==> src/rtl/fetch_stage.sv <==
// Purpose : IF stage plus IF/ID register. Holds the PC, fetches from a combinational
//           instruction memory, and redirects/squashes on a taken branch/jump resolved in decode.
// Latency : a fetch accepted at edge N is in D after edge N; a taken branch/jump costs one bubble.
// Backpr. : stall_FD freezes the PC and IF/ID. imem_rvalid=0 holds the PC and inserts a bubble.
// Ports   : clk/rst_n (async active-low); stall_FD, realBJ_D, targetPC_D from hazard/decode;
//           imem_addr/imem_rdata/imem_rvalid to instruction memory; pc_F, pc_D, instr_D, valid_D
//           to decode; fetch_cnt/flush_cnt are free-running 32-bit event counters.
module fetch_stage #(
  parameter int unsigned      width    = 32,
  parameter logic [width-1:0] RESET_PC = '0,
  parameter logic [width-1:0] NOP      = '0
) (
  input  logic             clk,
  input  logic             rst_n,
  input  logic             stall_FD,
  input  logic             realBJ_D,
  input  logic [width-1:0] targetPC_D,
  input  logic [width-1:0] imem_rdata,
  input  logic             imem_rvalid,
  output logic [width-1:0] imem_addr,
  output logic [width-1:0] pc_F,
  output logic [width-1:0] pc_D,
  output logic [width-1:0] instr_D,
  output logic             valid_D,
  output logic [31:0]      fetch_cnt,
  output logic [31:0]      flush_cnt
);

  logic [width-1:0] pc_q, pc_d;
  logic [width-1:0] pcd_q, pcd_d;
  logic [width-1:0] instr_q, instr_d;
  logic             vld_q, vld_d;
  logic [31:0]      fetch_cnt_q, fetch_cnt_d;
  logic [31:0]      flush_cnt_q, flush_cnt_d;
  logic             redirect;

  // A branch seen while stalled still has unresolved operands, so it must not redirect.
  assign redirect = realBJ_D & ~stall_FD;

  // Target low bits are discarded: fetch is always word-aligned.
  logic unused_tgt_lsb;
  assign unused_tgt_lsb = ^targetPC_D[1:0];

  always_comb begin
    pc_d = pc_q;
    if (redirect) begin
      pc_d = {targetPC_D[width-1:2], 2'b00};
    end else if (stall_FD || !imem_rvalid) begin
      pc_d = pc_q;
    end else begin
      pc_d = pc_q + width'(4);
    end
  end

  always_comb begin
    pcd_d       = pcd_q;
    instr_d     = instr_q;
    vld_d       = vld_q;
    fetch_cnt_d = fetch_cnt_q;
    flush_cnt_d = flush_cnt_q;
    if (stall_FD) begin
      // hold everything
    end else if (redirect) begin
      // Squash the wrong-path instruction currently being fetched.
      pcd_d       = pc_q;
      instr_d     = NOP;
      vld_d       = 1'b0;
      flush_cnt_d = flush_cnt_q + 32'd1;
    end else if (!imem_rvalid) begin
      pcd_d   = pc_q;
      instr_d = NOP;
      vld_d   = 1'b0;
    end else begin
      pcd_d       = pc_q;
      instr_d     = imem_rdata;
      vld_d       = 1'b1;
      fetch_cnt_d = fetch_cnt_q + 32'd1;
    end
  end

  always_ff @(posedge clk or negedge rst_n) begin
    if (!rst_n) begin
      pc_q        <= RESET_PC;
      pcd_q       <= '0;
      instr_q     <= NOP;
      vld_q       <= 1'b0;
      fetch_cnt_q <= '0;
      flush_cnt_q <= '0;
    end else begin
      pc_q        <= pc_d;
      pcd_q       <= pcd_d;
      instr_q     <= instr_d;
      vld_q       <= vld_d;
      fetch_cnt_q <= fetch_cnt_d;
      flush_cnt_q <= flush_cnt_d;
    end
  end

  assign imem_addr = {pc_q[width-1:2], 2'b00};
  assign pc_F      = pc_q;
  assign pc_D      = pcd_q;
  assign instr_D   = instr_q;
  assign valid_D   = vld_q;
  assign fetch_cnt = fetch_cnt_q;
  assign flush_cnt = flush_cnt_q;

endmodule

==> config.mk <==
export PLATFORM = sky130hd
export DESIGN_NAME = fetch_stage
export DESIGN_NICKNAME = d
export VERILOG_FILES = /design/src/rtl/fetch_stage.sv
export SDC_FILE = /design/constraint.sdc
export NUM_CORES = 1
export LEC_CHECK = 0
export CAP_MARGIN = 20
export CORE_ASPECT_RATIO = 0.9
export CORE_MARGIN = 2
export CORE_UTILIZATION = 41
export CTS_BUF_LIST = sky130_fd_sc_hd__clkbuf_8 sky130_fd_sc_hd__clkbuf_16
export DETAILED_ROUTE_END_ITERATION = 10
export GPL_TIMING_DRIVEN = 0
export PLACE_DENSITY = 0.8
export SLEW_MARGIN = 10
export SYNTH_ARGS = -nofsm -noshare
export SYNTH_HDL_FRONTEND = slang
export SYNTH_SLANG_ARGS = --single-unit
==> constraint.sdc <==
create_clock -name clk -period 2.07 [get_ports clk]
set_input_delay 0.414 -clock clk [delete_from_list [all_inputs] [get_ports clk]]
set_output_delay 0.414 -clock clk [all_outputs]
set_load 0.1 [all_outputs]
[Word level (Yosys, flattened, before mapping)]
Index checks and enable logic that the tools add are counted.
Word-level totals
  logic and storage cells: 23
  output and inout port bits: 193
  bits in registers: 161
  input port bits: 69
Cells by class
  muxes and demuxes: 6
  add/subtract/negate cells: 3
  reduce and logical (&&, ||, !) cells: 4
  bitwise operators: 3
  equality and inequality tests: 1
Operators with widths (number)
  32-bit 2-to-1 mux: 4
  32-bit by 1-bit adder with 32-bit output (second input constant): 2
  32-bit by 3-bit adder with 32-bit output (second input constant): 1
  3-bit AND reduction: 1
  1-bit 2-to-1 mux: 2
  2-bit != test (second input constant): 1
  1-bit inverter: 2
  2-bit AND reduction: 1
  1-bit AND: 1
  1-bit zero test: 1
  1-bit logical OR: 1

[Depth between registers and ports, before layout]
Gate-level depths: netlist (run 1).
  word-level depth: 4
  depth in mapped cells: 7

[Worst setup path before layout (run 1)]
No wires, ideal clock.
  path type: reg-to-reg
  from: reg pc_q[7] (netlist: pc_F[7])
  to: reg pc_q[29] (netlist: pc_F[29])
  slack: -0.856 ns
  clock period less this slack: 2.926 ns
  setup time: 0.082 ns
  arrival: 2.844 ns
  cell stages (with the launch flop): 8
  path buffers: 3
  required time: 1.988 ns
  cells stage by stage: dfrtp_1 > buf_2 > nand4_4 > or4_1 > buf_2 > buf_6 > or4_1 > a31oi_1
On the way
  longest elaborated chain between the ends: 3
Ends and longest elaborated chain
  start: declaration: line 29  | logic [width-1:0] pc_q, pc_d;
  start signal: assignment: line 90  | pc_q <= pc_d;
  32-bit by 3-bit adder with 32-bit output: line 51  | pc_d = pc_q + width'(4);
  32-bit 2-to-1 mux: line 48  | end else if (stall_FD || !imem_rvalid) begin
  32-bit 2-to-1 mux: line 46  | if (redirect) begin
No other way between the ends. The select of a mux whose other input is x is not followed.
A chain may end at the register's enable or synchronous reset.

[Worst setup path in the final report (run 1)]
  from: reg pc_q[3] (netlist: pc_F[3])
  to: out imem_addr[3]
RTL lines
  end: declaration: line 20  | output logic [width-1:0] imem_addr,
No word-level cell between the ends.

==> results of run 1 <==
## per-layer routing
layer,vias up,track usage [%],share of wire [%]
li1,2899,-,-
met1,3079,29.60,42
met2,256,37.41,48
met3,23,7.650,8.6
met4,2,5.941,1.3
met5,-,0,0.061
## cells in the final DEF, fill, tap and decap left out, types with 4 or more instances in the layout
cell type and count:
clkdlybuf4s15_2 119, dfrtp_1 83, buf_4 73, clkdlybuf4s50_1 63, xnor2_1 62, dfrtp_2 50
nand2_1 44, nand3_1 34, clkdlybuf4s15_1 34, a22o_1 32, nand4_1 32, clkbuf_2 30
mux2_2 26, nor2_1 24, dfrtp_4 24, o21ai_0 23, clkbuf_1 17, clkbuf_16 17
a31oi_1 16, and3_1 15, inv_1 11, o31ai_1 10, xor2_1 9, or4_1 9
and4_1 8, nor3_1 8, conb_1 6, or3_1 5, or4_4 5, dlygate4sd2_1 5
nor4_2 4, nand4b_1 4, nor4_1 4, buf_6 4
## worst max-delay path: cells and delay by family (launching register included)
family / cells / cell delay [ns]
buffers and inverters: 3 / 0.74
flip-flops: 1 / 0.51
## worst paths after layout
check                               from  slack [ns]       endpoint  cells after the start
max in group asynchronous          rst_n        1.28   flush_cnt[9]                      2
max                              pc_F[3]       -0.01   imem_addr[3]                      3
min                                rst_n       -0.03  fetch_cnt[19]                      1
min in group clk           flush_cnt[21]        0.48  flush_cnt[21]                      1
min reg2reg                flush_cnt[21]        0.48  flush_cnt[21]                      1
max reg2reg                     pc_F[12]        0.02       pc_F[29]                      6
## power by group
| part | switching, uW | internal (uW) | total, uW | leakage [uW] |
|---|---|---|---|---|
| registers | 363 | 3440 | 3800 | 0.00192 |
| clock network | 1310 | 1930 | 3250 | 0.000296 |
| logic | 3650 | 1070 | 4720 | 0.00243 |
| total | 5330 | 6440 | 11800 | 0.00465 |
## kinds of logic (layout without fill, tap and decap cells)
family                   count (synthesis)  in the layout  share of synthesized area (%)
AO/OA/AOI/OAI                           91             91                          8.990
XOR/XNOR                                71             71                          8.710
adder cells (fa/ha/maj)                  3              3                         0.5258
buffers and inverters                   77            395                          6.081
flip-flops                             157            157                          55.03
multiplexers                            26             26                          4.101
other                                    1              6                        0.05253
AND/OR/NAND/NOR                        213            213                          16.51
## state kept, by name (all words and copies together), names as in the netlist
| register | flops |
|---|---|
| valid_D | 1 |
| pc_D | 30 |
| flush_cnt | 32 |
| fetch_cnt | 32 |
| pc_F | 30 |
| instr_D | 32 |
## cells in the mapped netlist (4+ instances only)
library cell / n / share of area (%)
nand2_1: 45 / 2.4
and3_1: 15 / 1.3
nand3_1: 36 / 2.5
o31ai_1: 10 / 1.1
nand4_1: 32 / 2.8
o21ai_0: 23 / 1.6
mux2_2: 26 / 4.1
a22o_1: 32 / 3.9
buf_1: 5 / 0.26
nor3_1: 10 / 0.70
nand4b_1: 4 / 0.49
inv_1: 9 / 0.47
nor2_1: 24 / 1.3
dfrtp_1: 157 / 55
nor4_1: 9 / 0.79
xnor2_1: 62 / 7.6
and4_1: 8 / 0.98
a31oi_1: 17 / 1.5
buf_4: 36 / 3.8
clkbuf_1: 24 / 1.3
xor2_1: 9 / 1.1
or3_1: 5 / 0.44
or4_1: 13 / 1.4
## final cells by class
type / instances / area (um2) / area share, %
repair buffers: 288 / 2834 / 25.34
plain buffers: 66 / 419.2 / 3.748
flip-flops and latches: 157 / 4081 / 36.50
clock inverters: 14 / 168.9 / 1.510
multi-input cells: 410 / 2913 / 26.05
inverters: 9 / 33.78 / 0.3021
well taps: 235 / 294.0 / 2.629
clock buffers: 18 / 439.2 / 3.927
## per-stage QoR
stage / area (um2) / total power [uW] / cells / worst slack, ns / setup TNS [ns]
2_1_floorplan: 7351 / 7344 / 644 / -0.2302 / -1.416
3_3_place_gp: 10170 / 8556 / 1131 / -7.020 / -1032.05
3_5_place_dp: 10200 / 8605 / 1132 / -0.8961 / -54.43
4_1_cts: 11090 / 11760 / 1183 / -0.01822 / -0.02802
5_1_grt: 11180 / 12170 / 1197 / -0.05215 / -0.1241
6_report: 11180 / 11770 / 1197 / -0.01309 / -0.01309
## timing repair
item,4_1_cts,5_1_grt
setup endpoints to repair,241,97
pin swaps,3,8
setup buffers,19,16
hold endpoints to repair,0,0
resized for setup,476,87
cloned,0,0
hold buffers,0,0
==> summary.txt, run 1 <==
Outcome = complete, but fails checks
Failing checks = hold timing, setup timing
Global-route wire length before repair = 32910 um
GRT Overall Usage = 22.93%
Maximum fanout along the worst path = 5
Cts bufs inserted = 17
Die height = 129.2 um
FFs w/ async S/R, synth = 100.0%
Die area = 18490 um2
Syn Area/Cell = 11.17 um2
Area Overhead vs Synth = 56.64%
Yosys warns = 0
Hold Slack = -0.02750 ns
Final Hold Fails = 8
Max-cap violations = 0
Worst-margin pin slew = 0.9907 ns
WP data arrival = 1.67 ns
Synth unique cells = 42
Startpoint Class = register
Initial antenna violation count = 1
Leak pwr = 0.004647 uW
Unrepaired setup endpoints after global routing = true
Final antenna-violating net count = 0
Slowest stage cell on the critical path = dfrtp_4
Antenna diodes = 0
Clock Pin Slew Worst Setup and Hold Paths = 0.07 ns
Clk root buf = clkbuf_16
Fillers = 1321
Initial detailed-routing violation count = 337
Cell area after synthesis = 7139 um2
CP cell instances = buf_4, buf_4, clkdlybuf4s15_2
Row cnt = 45
Critical path type = register to output pin
Post-Route WL = 21320 um
Tightest Hold Check Type = primary input to async pin
DR WL/cell = 17.81 um
Final setup margin = -0.01309 ns
CTS tree = yes
Cells after Synth = 639
Starting Density = 42.13%
Seq/Total Area, Yosys = 55.03%
Delay of the slowest critical-path stage = 0.51 ns
EDFF count, synth = 0
# setup viols final = 1
CTS max path bufs = 2
GRT overflow = 0
Pwr dens = 1052 nW/um2
CP Capture Type = output pin
Core Util, Final = 65.99%
WP data required = 1.66 ns
Worst slew margin = 34.21%
Nets = 1021
Final Wtd Congestion = 0.7955
Skew final = 0.009298 ns
Fin. max-slew vios = 0
Total clock sinks = 157
Die extent in x = 143.1 um
# DRC = 0
Num ports = 262
CTS H-Tree Depth = 4
Layout cells sized above 1 = 39.50%
Post-detail-place hpwl = 14670 um
Largest net degree at the start of global routing = 95
Skew-Pair Late Insertion Delay = 0.42 ns
Fin crit share = 100.6%
Fin crit period = 2.083 ns
Vias per cell = 5.229
CP dominant cell by count = buf_4
Vias = 6259
Achievable Freq = 0.4801 GHz
Vias in the first global route = 6049
Yosys reg bits = 157
Placeable Area = 16950 um2
Port Buf Inserts = 252
Ys flop type = dfrtp_1
Worst IR Drop VDD = 926.8 uV
1st-pass router iterations = 5
Power figures use the tool's default switching activity.
==> run 2: changes to the inputs <==
- CTS_CLUSTER_DIAMETER: unset -> 60
==> results of run 2 <==
Same layout as run 1: the final DEF is identical, and so are final timing and power.
